<file path="config.mk">
export PLATFORM = sky130hd
export DESIGN_NAME = vend_txn_ctrl
export DESIGN_NICKNAME = d
export VERILOG_FILES = /design/src/rtl/vend_pkg.sv /design/src/rtl/vend_txn_ctrl_change_picker.sv /design/src/rtl/vend_txn_ctrl.sv
export SDC_FILE = /design/constraint.sdc
export NUM_CORES = 1
export LEC_CHECK = 0
export ABC_CLOCK_PERIOD_IN_PS = 10300
export CAP_MARGIN = 20
export CORE_MARGIN = 8
export CORE_UTILIZATION = 49
export DETAILED_ROUTE_END_ITERATION = 10
export GPL_ROUTABILITY_DRIVEN = 0
export GPL_TIMING_DRIVEN = 0
export PLACE_DENSITY_LB_ADDON = 0.08
export SLEW_MARGIN = 20
export SYNTH_ARGS = -nofsm -noshare
export SYNTH_HDL_FRONTEND = slang
export SYNTH_SLANG_ARGS = --single-unit
</file>
<file path="constraint.sdc">
create_clock -name clk -period 10.3 [get_ports clk]
set_clock_uncertainty 0.05 [all_clocks]
set_input_delay 1.03 -clock clk [delete_from_list [all_inputs] [get_ports clk]]
set_output_delay 1.03 -clock clk [all_outputs]
set_load 0.05 [all_outputs]
</file>
<file path="src/rtl/vend_pkg.sv">
// Shared types and constants for the vending transaction controller.
package vend_pkg;

    typedef enum logic [1:0] {
        COLLECT  = 2'd0,
        DISPENSE = 2'd1,
        CHANGE   = 2'd2,
        DONE     = 2'd3
    } state_t;

    localparam int DENOM_1  = 1;
    localparam int DENOM_2  = 2;
    localparam int DENOM_5  = 5;
    localparam int DENOM_10 = 10;

    localparam int DEF_CREDIT_W   = 8;
    localparam int DEF_MAX_CREDIT = 99;

    // One-hot denomination select, bit order {10, 5, 2, 1}
    typedef logic [3:0] denom_sel_t;

    function automatic logic [4:0] coin_sum(input logic c1, input logic c2,
                                            input logic c5, input logic c10);
        coin_sum = (c1  ? 5'(DENOM_1)  : 5'd0)
                 + (c2  ? 5'(DENOM_2)  : 5'd0)
                 + (c5  ? 5'(DENOM_5)  : 5'd0)
                 + (c10 ? 5'(DENOM_10) : 5'd0);
    endfunction

endpackage

</file>
<file path="src/rtl/vend_txn_ctrl_change_picker.sv">
// Greedy change selector: largest denomination not exceeding the credit.
module change_picker
    import vend_pkg::*;
#(
    parameter int CREDIT_W = DEF_CREDIT_W
) (
    input  logic [CREDIT_W-1:0] credit,
    output denom_sel_t          denom_sel,
    output logic [CREDIT_W-1:0] denom_val
);

    always_comb begin
        denom_sel = '0;
        denom_val = '0;
        if (credit >= CREDIT_W'(DENOM_10)) begin
            denom_sel = 4'b1000;
            denom_val = CREDIT_W'(DENOM_10);
        end else if (credit >= CREDIT_W'(DENOM_5)) begin
            denom_sel = 4'b0100;
            denom_val = CREDIT_W'(DENOM_5);
        end else if (credit >= CREDIT_W'(DENOM_2)) begin
            denom_sel = 4'b0010;
            denom_val = CREDIT_W'(DENOM_2);
        end else if (credit >= CREDIT_W'(DENOM_1)) begin
            denom_sel = 4'b0001;
            denom_val = CREDIT_W'(DENOM_1);
        end
    end

endmodule

</file>
<file path="src/rtl/vend_txn_ctrl.sv">
// Vending transaction controller: credit collection, purchase, dispense and
// greedy change payout. Every output is a register fed from next-state logic.
module vend_txn_ctrl
    import vend_pkg::*;
#(
    parameter int CREDIT_W    = DEF_CREDIT_W,
    parameter int MAX_CREDIT  = DEF_MAX_CREDIT,
    parameter int DISP_CYCLES = 4,
    parameter int CHANGE_GAP  = 2
) (
    input  logic                clk,
    input  logic                rst_n,
    input  logic                enable,
    input  logic                coin1_p,
    input  logic                coin2_p,
    input  logic                coin5_p,
    input  logic                coin10_p,
    input  logic                sel_valid,
    input  logic [CREDIT_W-1:0] sel_price,
    input  logic                confirm_p,
    input  logic                return_p,
    output logic [CREDIT_W-1:0] credit,
    output logic                dispense,
    output logic                coin_out1,
    output logic                coin_out2,
    output logic                coin_out5,
    output logic                coin_out10,
    output logic                busy,
    output logic                finish,
    output logic                err_funds,
    output logic                reject
);

    localparam int CNT_MAX = (DISP_CYCLES - 1 > CHANGE_GAP) ? DISP_CYCLES - 1 : CHANGE_GAP;
    localparam int CNT_W   = (CNT_MAX < 1) ? 1 : $clog2(CNT_MAX + 1);
    localparam int SUM_W   = CREDIT_W + 5;

    state_t              state, state_d;
    logic [CREDIT_W-1:0] credit_d;
    logic [CREDIT_W-1:0] price, price_d;
    logic [CNT_W-1:0]    cnt, cnt_d;
    logic                dispense_d, finish_d, err_d, reject_d, busy_d;
    denom_sel_t          coin_out_d;
    logic                load_change;

    denom_sel_t          pick_sel;
    logic [CREDIT_W-1:0] pick_val;
    logic                any_coin;
    logic [SUM_W-1:0]    credit_sum;
    logic                coin_fits;

    change_picker #(.CREDIT_W(CREDIT_W)) u_picker (
        .credit    (credit),
        .denom_sel (pick_sel),
        .denom_val (pick_val)
    );

    assign any_coin   = coin1_p | coin2_p | coin5_p | coin10_p;
    assign credit_sum = SUM_W'(credit) + SUM_W'(coin_sum(coin1_p, coin2_p, coin5_p, coin10_p));
    assign coin_fits  = (credit_sum <= SUM_W'(MAX_CREDIT));

    // NOTE: every signal assigned here gets a default first so no latch is inferred.
    always_comb begin
        state_d     = state;
        credit_d    = credit;
        price_d     = price;
        cnt_d       = cnt;
        dispense_d  = 1'b0;
        coin_out_d  = '0;
        finish_d    = 1'b0;
        err_d       = 1'b0;
        reject_d    = 1'b0;
        load_change = 1'b0;

        case (state)
            COLLECT: begin
                if (!enable) begin
                    reject_d    = any_coin;
                    load_change = (credit != '0);
                end else if (return_p && credit != '0) begin
                    reject_d    = any_coin;
                    load_change = 1'b1;
                end else begin
                    if (sel_valid)
                        price_d = sel_price;
                    // A simultaneous return always drops the confirm silently
                    if (confirm_p && !return_p) begin
                        if (price != '0 && credit >= price) begin
                            credit_d   = credit - price;
                            state_d    = DISPENSE;
                            dispense_d = 1'b1;
                            cnt_d      = CNT_W'(DISP_CYCLES - 1);
                        end else begin
                            err_d = 1'b1;
                        end
                    end
                    // Coins arriving as the purchase starts are refused
                    if (any_coin) begin
                        if (state_d == COLLECT && coin_fits)
                            credit_d = CREDIT_W'(credit_sum);
                        else
                            reject_d = 1'b1;
                    end
                end
            end
            DISPENSE: begin
                reject_d = any_coin;
                if (cnt == '0) begin
                    if (credit != '0) begin
                        load_change = 1'b1;
                    end else begin
                        state_d  = DONE;
                        finish_d = 1'b1;
                    end
                end else begin
                    cnt_d      = cnt - 1'b1;
                    dispense_d = 1'b1;
                end
            end
            CHANGE: begin
                reject_d = any_coin;
                if (cnt != '0) begin
                    cnt_d = cnt - 1'b1;
                end else if (credit != '0) begin
                    load_change = 1'b1;
                end else begin
                    state_d  = DONE;
                    finish_d = 1'b1;
                end
            end
            DONE: begin
                reject_d = any_coin;
                price_d  = '0;
                state_d  = COLLECT;
            end
            default: state_d = COLLECT;
        endcase

        // Entering or continuing change payout emits a coin on the same edge
        if (load_change) begin
            state_d    = CHANGE;
            coin_out_d = pick_sel;
            credit_d   = credit - pick_val;
            cnt_d      = CNT_W'(CHANGE_GAP);
        end

        busy_d = (state_d != COLLECT);
    end

    // NOTE: sequential state uses non-blocking assignments only.
    always_ff @(posedge clk or negedge rst_n) begin
        if (!rst_n) begin
            state      <= COLLECT;
            credit     <= '0;
            price      <= '0;
            cnt        <= '0;
            dispense   <= 1'b0;
            coin_out10 <= 1'b0;
            coin_out5  <= 1'b0;
            coin_out2  <= 1'b0;
            coin_out1  <= 1'b0;
            finish     <= 1'b0;
            err_funds  <= 1'b0;
            reject     <= 1'b0;
            busy       <= 1'b0;
        end else begin
            state      <= state_d;
            credit     <= credit_d;
            price      <= price_d;
            cnt        <= cnt_d;
            dispense   <= dispense_d;
            coin_out10 <= coin_out_d[3];
            coin_out5  <= coin_out_d[2];
            coin_out2  <= coin_out_d[1];
            coin_out1  <= coin_out_d[0];
            finish     <= finish_d;
            err_funds  <= err_d;
            reject     <= reject_d;
            busy       <= busy_d;
        end
    end

endmodule

</file>
# After elaboration in Yosys (flattened, before gate mapping)
# Index checks and enable logic that the tools add are counted.
[word_totals]
register_bits = 29
latchBits = 0
mem_bits_rw = 0
rom_bits = 0
inputBits = 18
output_inout_bits = 17
elab_cells = 133
memories = 0
[op_classes]
addsub = 7
mul = 0
n_div = 0
magnitude_cmp = 6
eq_ne = 13
shift = 0
n_mux = 71
bitwise_logic = 3
n_reduce_logical = 20
[ops]
columns = ["operator", "n"]
rows = [
  ["$mux 8", 14],
  ["$mux 2", 19],
  ["$mux 1", 25],
  ["$mux 4", 5],
  ["$ne 3x3->1 const B", 6],
  ["$pmux 8 s2", 1],
  ["$reduce_bool 8->1", 2],
  ["$sub 8x8->8", 2],
  ["$reduce_bool 2->1", 5],
  ["$add 8x5->9", 1],
  ["$le 9x7->1 const B", 1],
  ["$ge 8x1->1 const B", 1],
  ["$ge 8x2->1 const B", 1],
  ["$ge 8x3->1 const B", 1],
  ["$ge 8x4->1 const B", 1],
  ["$ge 8x8->1", 1],
  ["$ne 2x2->1 const B", 4],
  ["$pmux 2 s4", 1],
  ["$reduce_and 7->1", 1],
  ["$logic_not 2->1", 3],
  ["$pmux 1 s2", 3],
  ["$pmux 2 s3", 1],
  ["$add 4x4->5", 1],
  ["$add 3x3->4", 1],
  ["other kinds (13)", 19],
]

# Depth between registers and ports, before layout
[depth]
ltp_word = 15
depth_mapped = 12
depth_no_buf = 12

# By module
# From an unflattened synthesis, not the netlist that was laid out.
[hier_totals]
cells_unflattened = 319
area_unflattened_um2 = 2712.6
[modules_own_cells]
columns = ["mod", "n_inst", "cells_per_inst", "area_per_inst_um2", "seq_area_each_um2"]
rows = [
  ["vend_txn_ctrl", 1, 294, 2561.2, 725.7],
  ["change_picker", 1, 25, 151.4, 0.0],
]

# Worst setup path before layout
# OpenSTA, ideal clock, no wires.
[synth_timing]
path_type = "input port to flip-flop"
start = "in coin2_p"
end = "reg credit[6]"
setup_time_ps = 128
arrival_ps = 3815
required_time_ps = 10122
slack_ps = 6308
cell_stages = 12
path_buffers = 0
path_cell_list = "inv_1 -> fa_1 -> inv_1 -> ha_1 -> fa_1 -> a21o_1 -> a221o_1 -> a211o_1 -> a22oi_2 -> nand3_1 -> xor2_1 -> o211ai_2"
[synth_via]
elab_chain_len = 13
elab_cells_between_ends = 16
classes_between = "add/sub (4); order compare (1); mux (7); bitwise (3); reduce/logical (1)"
[synth_lines]
columns = ["element", "line", "source"]
rows = [
  ["start, declared", "vend_txn_ctrl.sv:15", "input logic coin2_p,"],
  ["$mux 2", "vend_pkg.sv:25", "+ (c2 ? 5'(DENOM_2) : 5'd0)"],
  ["$add 1x2->3", "vend_pkg.sv:25", ""],
  ["$add 3x3->4", "vend_pkg.sv:26", "+ (c5 ? 5'(DENOM_5) : 5'd0)"],
  ["$add 4x4->5", "vend_pkg.sv:27", "+ (c10 ? 5'(DENOM_10) : 5'd0);"],
  ["$add 8x5->9", "vend_txn_ctrl.sv:59", "assign credit_sum = SUM_W'(credit) + SUM_W'(coin_sum(coin1_p, coin2_p, coin5_p, coin10_p));"],
  ["$le 9x7->1", "vend_txn_ctrl.sv:60", "assign coin_fits = (credit_sum <= SUM_W'(MAX_CREDIT));"],
  ["$logic_and 1x1->1", "vend_txn_ctrl.sv:99", "if (state_d == COLLECT && coin_fits)"],
  ["$mux 8", "vend_txn_ctrl.sv:99", ""],
  ["$mux 8 (*)", "vend_txn_ctrl.sv:98", "if (any_coin) begin"],
  ["$mux 8 (*)", "vend_txn_ctrl.sv:80", "end else if (return_p && credit != '0) begin"],
  ["$mux 8 (*)", "vend_txn_ctrl.sv:77", "if (!enable) begin"],
  ["$mux 8 (*)", "vend_txn_ctrl.sv:75", "case (state)"],
  ["$mux 8 (*)", "vend_txn_ctrl.sv:140", "if (load_change) begin"],
  ["end signal, assigned", "vend_txn_ctrl.sv:168", "credit <= credit_d;"],
  ["end, declared", "vend_txn_ctrl.sv:22", "output logic [CREDIT_W-1:0] credit,"],
]
# Every way passes the cells marked *; elsewhere a longest branch is shown, timed or not. The select of a mux whose other input is x is not followed.
# A chain may end at the register's enable or synchronous reset.

# Final worst setup path
# Ends and elaborated chain as after synthesis.

==> flow_metrics.tcl <==
set metrics [dict create \
    status "complete, no violations" \
    htree_levels 2 \
    wl_per_cell_um 17.22 \
    holdBufCountCts 0 \
    ff_latch_area_um2 725.7 \
    cts_tree "yes" \
    grt_pass1_vias 2366 \
    r2r_end "credit[6]" \
    hold_viol 0 \
    rsz0062_at_grt "false" \
    p_leak_nw 1.353 \
    synth_area_per_cell_um2 8.930 \
    drive_above_1_share_pct 7.207 \
    die_h_um 88.95 \
    cap_violations 0 \
    cts_buffers 5 \
    ios 35 \
    cts_root_buffer "clkbuf_8" \
    firstDrtPassIters 4 \
    synth_area_um2 2608 \
    slew_violations 0 \
    seqPwrFrac_pct 20.1 \
    synth_sequential_area_ratio_pct 27.83 \
    fp.dieW_um 88.95 \
    pwr-share-comb_pct 71.6 \
    cts_setup_buffers 0 \
    antenna_found_initial 0 \
    cts.repair.resized 0 \
    clock_sinks 29 \
    core-area_um2 5107 \
    r2r_cells 12 \
    end_kind "register" \
    ant_nets 0 \
    crit_required_ps 10410 \
    critPathMaxFanout 9 \
    drt_iter0_drc 183 \
    post-place-ws_ps 5470 \
    fin_tns_setup_ps 0 \
    netSwitchingPower_w 0.0005979 \
    final_area_um2 3117 \
    place_hpwl_mm 5.455 \
    die_area_um2 7912 \
    grtUsageTotal_pct 18.76 \
    viasPerCell 5.990 \
    startpoint "coin2_p" \
    setup.worst_path.start_class "input pin" \
    grt_pass1_wl_mm 11.53 \
    fin_ws_ps 5787 \
    final_cells 403 \
    critical_path_class "in2reg" \
    ys_seq_elements 29 \
    synthCells 292 \
    synth_area_leaders "dfrtp_1 (28%), ha_1 (12%), a21oi_1 (4.2%), fa_1 (3.8%), a21o_1 (3.2%)" \
    r2r_slack_ps 6280 \
    peakVddDrop_uv 179.3 \
    hold_path_class "reg2reg" \
    synth.distinct_cells 62 \
    multi_input_area_um2 1762 \
    worstPathArrival_ps 4630 \
    relSlewSlack_pct 55.84 \
    start_util_pct 51.05 \
    pwr-share-clk_pct 8.3 \
    synth_edf_count 0 \
    internal-power_w 0.0005417 \
    synthesis.nets 340 \
    drt-total-wl_mm 6.939 \
    worst_pin_slew_ps 662.4 \
    fillers 477 \
    synth_top_area_share_pct 27.83 \
    syn2layout_area_growth_pct 19.53 \
    async_flop_share_pct 100.0 \
    power_density_nw_per_um2 365.6 \
    timing.fmax_mhz 221.6 \
    worstPathCellList "clkdlybuf4s50_1 > inv_1 > fa_1 > inv_1 > ha_1 > fa_1 > a21o_1 > a221o_1 > a211o_1 > a22oi_2 > nand3_1 > xor2_1 > o211ai_2" \
    via_count 2414 \
    cts.reportedPaths.clkPinSlew_ps 60 \
    ys.flop_type "dfrtp_1" \
    postPlaceCellArea_um2 3030 \
    critical_path.slowest_cell "fa_1" \
    hp-start "cnt[1]" \
    crit_end "credit[6]" \
    cts_max_path_buffers 2 \
    grt_overflow 0 \
    clk_latency_ps 280 \
    yosys_warnings 0 \
    finalCritPeriodShare_pct 43.82 \
    io_buffers 34 \
    antenna_cells 0 \
    swShare_pct 52.46 \
    timing.rr.start "credit[1]" \
    setup_viol 0 \
    min_period_ps 4513 \
    nets 381 \
    yosys.area.top_type "dfrtp_1" \
    dp_cells 396 \
    rows 26 \
    worst_path_largest_cell_delay_ps 530 \
    drc 0 \
    grt_max_degree 30 \
]
how the worst min path moves through the flow:
stage	endpoint	slack (ps)	cells after the start
2_1_floorplan	cnt[1]	430	2
3_5_place_dp	cnt[1]	470	2
4_1_cts	cnt[1]	490	2
3_3_place_gp	cnt[1]	460	2
5_1_grt	cnt[1]	500	2
6_report	cnt[1]	480	2
cell usage after synthesis, drive strengths merged (2+ instances only):
cell type   n
dfrtp      29
ha         25
a21oi      24
nor2       24
inv        22
nand2      15
o21ai      13
a21o       11
nand2b     11
nand3      10
a22o        8
nor3        6
a22oi       5
buf         5
fa          5
mux2i       5
nor4        5
xor2        5
a211oi      4
o21a        4
o221ai      4
or4         4
and3        3
nor2b       3
o211ai      3
o21bai      3
xnor2       3
a2111oi     2
a211o       2
a221oi      2
a31oi       2
clkbuf      2
nand3b      2
nand4       2
nor3b       2
o22ai       2
or2         2
or3         2
power by group through the flow:
stage / Sequential [W] / Clock [W] / Combinational, W
6_report: 0.000229 / 0.0000945 / 0.000816
4_1_cts: 0.000228 / 0.0000980 / 0.000814
5_1_grt: 0.000236 / 0.000102 / 0.000900
3_3_place_gp: 0.000228 / 0 / 0.000797
2_1_floorplan: 0.000276 / 0 / 0.000554
3_5_place_dp: 0.000230 / 0 / 0.000810
worst max-delay path: cells and delay by family:
kind,cells,cell delay [ps]
AOI/OAI and AO/OA,5,1480
and+or+nand+nor,1,160
buffers and inverters,3,600
adders and majority gates,3,1160
xor gates and xnor gates,1,200
metrics by stage:
step / util (%) / hold slack, ps / power, W
finish: 61.02 / 476.9 / 0.001140
global route: 61.02 / 498.9 / 0.001238
CTS: 61.02 / 486.3 / 0.001139
detailed placement: 59.33 / 473.4 / 0.001040
global placement: 59.43 / 458.7 / 0.001025
floorplan: - / 434.0 / 0.0008307
routing by layer:
layer	track usage (%)	part of all wire [%]
met5	0	0
met3	4.044	4.5
met4	7.704	2.0
met1	22.68	45
met2	31.47	49
placed cells by master, fill, tap and decap left out, types with 4 or more instances in the layout:
| cell type | instances |
|---|---|
| dfrtp_1 | 29 |
| o221ai_1 | 4 |
| clkdlybuf4s50_1 | 33 |
| buf_2 | 4 |
| nor4_1 | 5 |
| inv_1 | 22 |
| ha_1 | 25 |
| nor3_1 | 6 |
| nand3_1 | 10 |
| a21oi_1 | 22 |
| mux2i_1 | 5 |
| nand2b_1 | 11 |
| clkbuf_8 | 6 |
| nand2_1 | 13 |
| nor2_1 | 22 |
| or4_1 | 4 |
| a21o_1 | 11 |
| o21ai_0 | 13 |
| xor2_1 | 5 |
| fa_1 | 5 |
| a22o_1 | 8 |
| o21a_1 | 4 |
cell type report:
class                      instances  share of cell area, %
clock buffer                       7                  2.770
timing repair buffer              34                  10.76
tap                               70                  2.810
inverter                          22                  2.650
sequential                        29                  23.28
buffer                             7                  1.204
multi-input combinational        234                  56.52
flip-flops by register name, indices dropped and copies added, names as in the netlist, 2 cells and up:
signal  count
state       2
credit      8
price       8
cnt         2
logic make-up after synthesis:
kind of cell,count (synthesis),synth area share [%]
AO/OA/AOI/OAI,96,27.02
XOR/XNOR,8,2.687
adder cells (fa/ha/maj),30,15.84
buffers and inverters,29,4.606
flip-flops,29,27.83
multiplexers,5,1.919
AND/OR/NAND/NOR,95,20.11
(Power assumes the default switching activity.)
==> patch (same flow settings) <==
Register the input `confirm_p` before use. The logic sees it one clock later. The other inputs are not delayed to match.
--- a/src/rtl/vend_txn_ctrl.sv
+++ b/src/rtl/vend_txn_ctrl.sv
@@ -34,6 +34,12 @@
     localparam int CNT_MAX = (DISP_CYCLES - 1 > CHANGE_GAP) ? DISP_CYCLES - 1 : CHANGE_GAP;
     localparam int CNT_W   = (CNT_MAX < 1) ? 1 : $clog2(CNT_MAX + 1);
     localparam int SUM_W   = CREDIT_W + 5;
+
+    logic confirm_p_q;
+
+    always_ff @(posedge clk) begin
+        confirm_p_q <= confirm_p;
+    end
 
     state_t              state, state_d;
     logic [CREDIT_W-1:0] credit_d;
@@ -84,7 +90,7 @@
                     if (sel_valid)
                         price_d = sel_price;
                     // A simultaneous return always drops the confirm silently
-                    if (confirm_p && !return_p) begin
+                    if (confirm_p_q && !return_p) begin
                         if (price != '0 && credit >= price) begin
                             credit_d   = credit - price;
                             state_d    = DISPENSE;
Check against the original RTL: not equivalent (Yosys sat finds a counterexample within 4 cycles, from zero or initial values and one cycle with rst_n low).
==> patch against the unedited design <==
Register-to-register slack worse by 20 ps. Worst hold slack worse by 38 ps. Sequential cell count is 1 higher. Design area is 0.80% higher. First-iteration DRC count is 33% lower. Setup slack worse by 40 ps. Area after synthesis is 1.2% higher. Global-route usage is 0.55 points lower. Wire length is 4.6% lower. Power is 1.2% higher. Die area is 0.98% higher. Largest cell class unchanged.
==> patch: results (changes against the unedited design) <==
* Hold Crit Class: register to register
* Synth top cells by count: dfrtp_1, ha_1, nor2_1
* Sequential area share after synthesis at 28.3% (+0.43 points)
* Worst VDD drop at 0.181 mV (+1.1%)
* FILL cells at 484 (+1.5%)
* Slowest stage delay, CP at 500 ps (-30 ps)
* Rel. slew slack at 54.0% (-1.9 points)
* Root Buffer: clkbuf_8
* First-pass GRT wire length at 11.2 mm (-3.0%)
* Nets at 382 (+0.26%)
* Hold Crit Start: cnt[0]
* Static Leak at 0.00132 µW (-2.6%)
* Avg WL per Cell at 16.3 µm (-5.1%)
* Ant diodes at 0 (unchanged)
* P_int at 551 µW (+1.7%)
* Crit path DAT at 4630 ps (about the same)
* Status: completed
* Share of layout cells above drive strength 1 at 8.66% (+1.4 points)
* Placed cell area at 3060 µm² (+1.0%)
* Gr usage total at 18.2% (-0.55 points)
* Crit path launch: coin10_p
* Top cells by area, synth: dfrtp_1, ha_1, a21oi_1, fa_1, nor2_1
* CP max stage cell: clkdlybuf4s50_1
* Syn nets at 341 (+0.29%)
* DP HPWL at 5.19 mm (-4.8%)
* Synth cell types at 65 (+4.8%)
* Vias at 2346 (-2.8%)
* First DRT Iteration DRCs at 122 (-33%)
* Ys async rst share at 96.7% (-3.3 points)
* Initial antenna violation count at 0 (unchanged)
patch: power by group through the flow:
stage | clock network, µW | logic (µW) | registers, µW
floorplan | 0 | 576 | 278
global placement | 0 | 821 | 230
detailed placement | 0 | 828 | 231
CTS | 93.6 | 833 | 229
global route | 98.5 | 927 | 238
finish | 90.3 | 834 | 230
patch: cells by family (layout without fill, tap and decap cells):
logic type	Yosys count	after routing	share of synthesized area (%)
AO/OA/AOI/OAI	98	98	26.4
XOR/XNOR	8	8	2.66
adder cells (fa/ha/maj)	30	30	15.6
buffers and inverters	31	73	4.84
flip-flops	30	30	28.3
multiplexers	4	4	1.52
AND/OR/NAND/NOR	92	92	20.7
patch: through the flow:
step           instances  setup WS (ps)  power [µW]  hold slack, ps  utilization [%]
2_1_floorplan        293           6450         854             404                -
3_3_place_gp         397           5470        1050             424             59.7
3_5_place_dp         397           5490        1060             425             59.6
4_1_cts              405           5750        1160             435             61.1
5_1_grt              405           5420        1260             459             61.1
6_report             405           5750        1150             439             61.1
patch: per-layer routing:
layer | vias to the layer above | global-route usage (%) | share of wire (%) | routed length, µm
li1 | 1174 | - | - | -
met1 | 1104 | 22.7 | 46 | 3030
met2 | 51 | 29.0 | 47 | 3100
met3 | 17 | 4.41 | 4.6 | 307
met4 | 0 | 8.16 | 2.7 | 179
met5 | - | 0 | 0 | 0
patch: worst paths after layout:
kind                             end  slack, ps  cells after the start
setup / recovery           credit[6]       5750                     13
hold / removal                cnt[0]        440                      1
setup reg to reg           credit[6]       6260                     12
hold reg to reg               cnt[0]        440                      1
max in group asynchronous  credit[6]       9010                      1
min in group asynchronous       busy        740                      1
patch: final cells by class:
class	instances	area, µm²	share of cell area, %
multi-input combinational	232	1770	56.2
sequential	30	746	23.7
timing repair buffer	34	335	10.7
tap	70	87.6	2.79
inverter	23	86.3	2.75
clock buffer	8	80.1	2.55
buffer	8	41.3	1.31
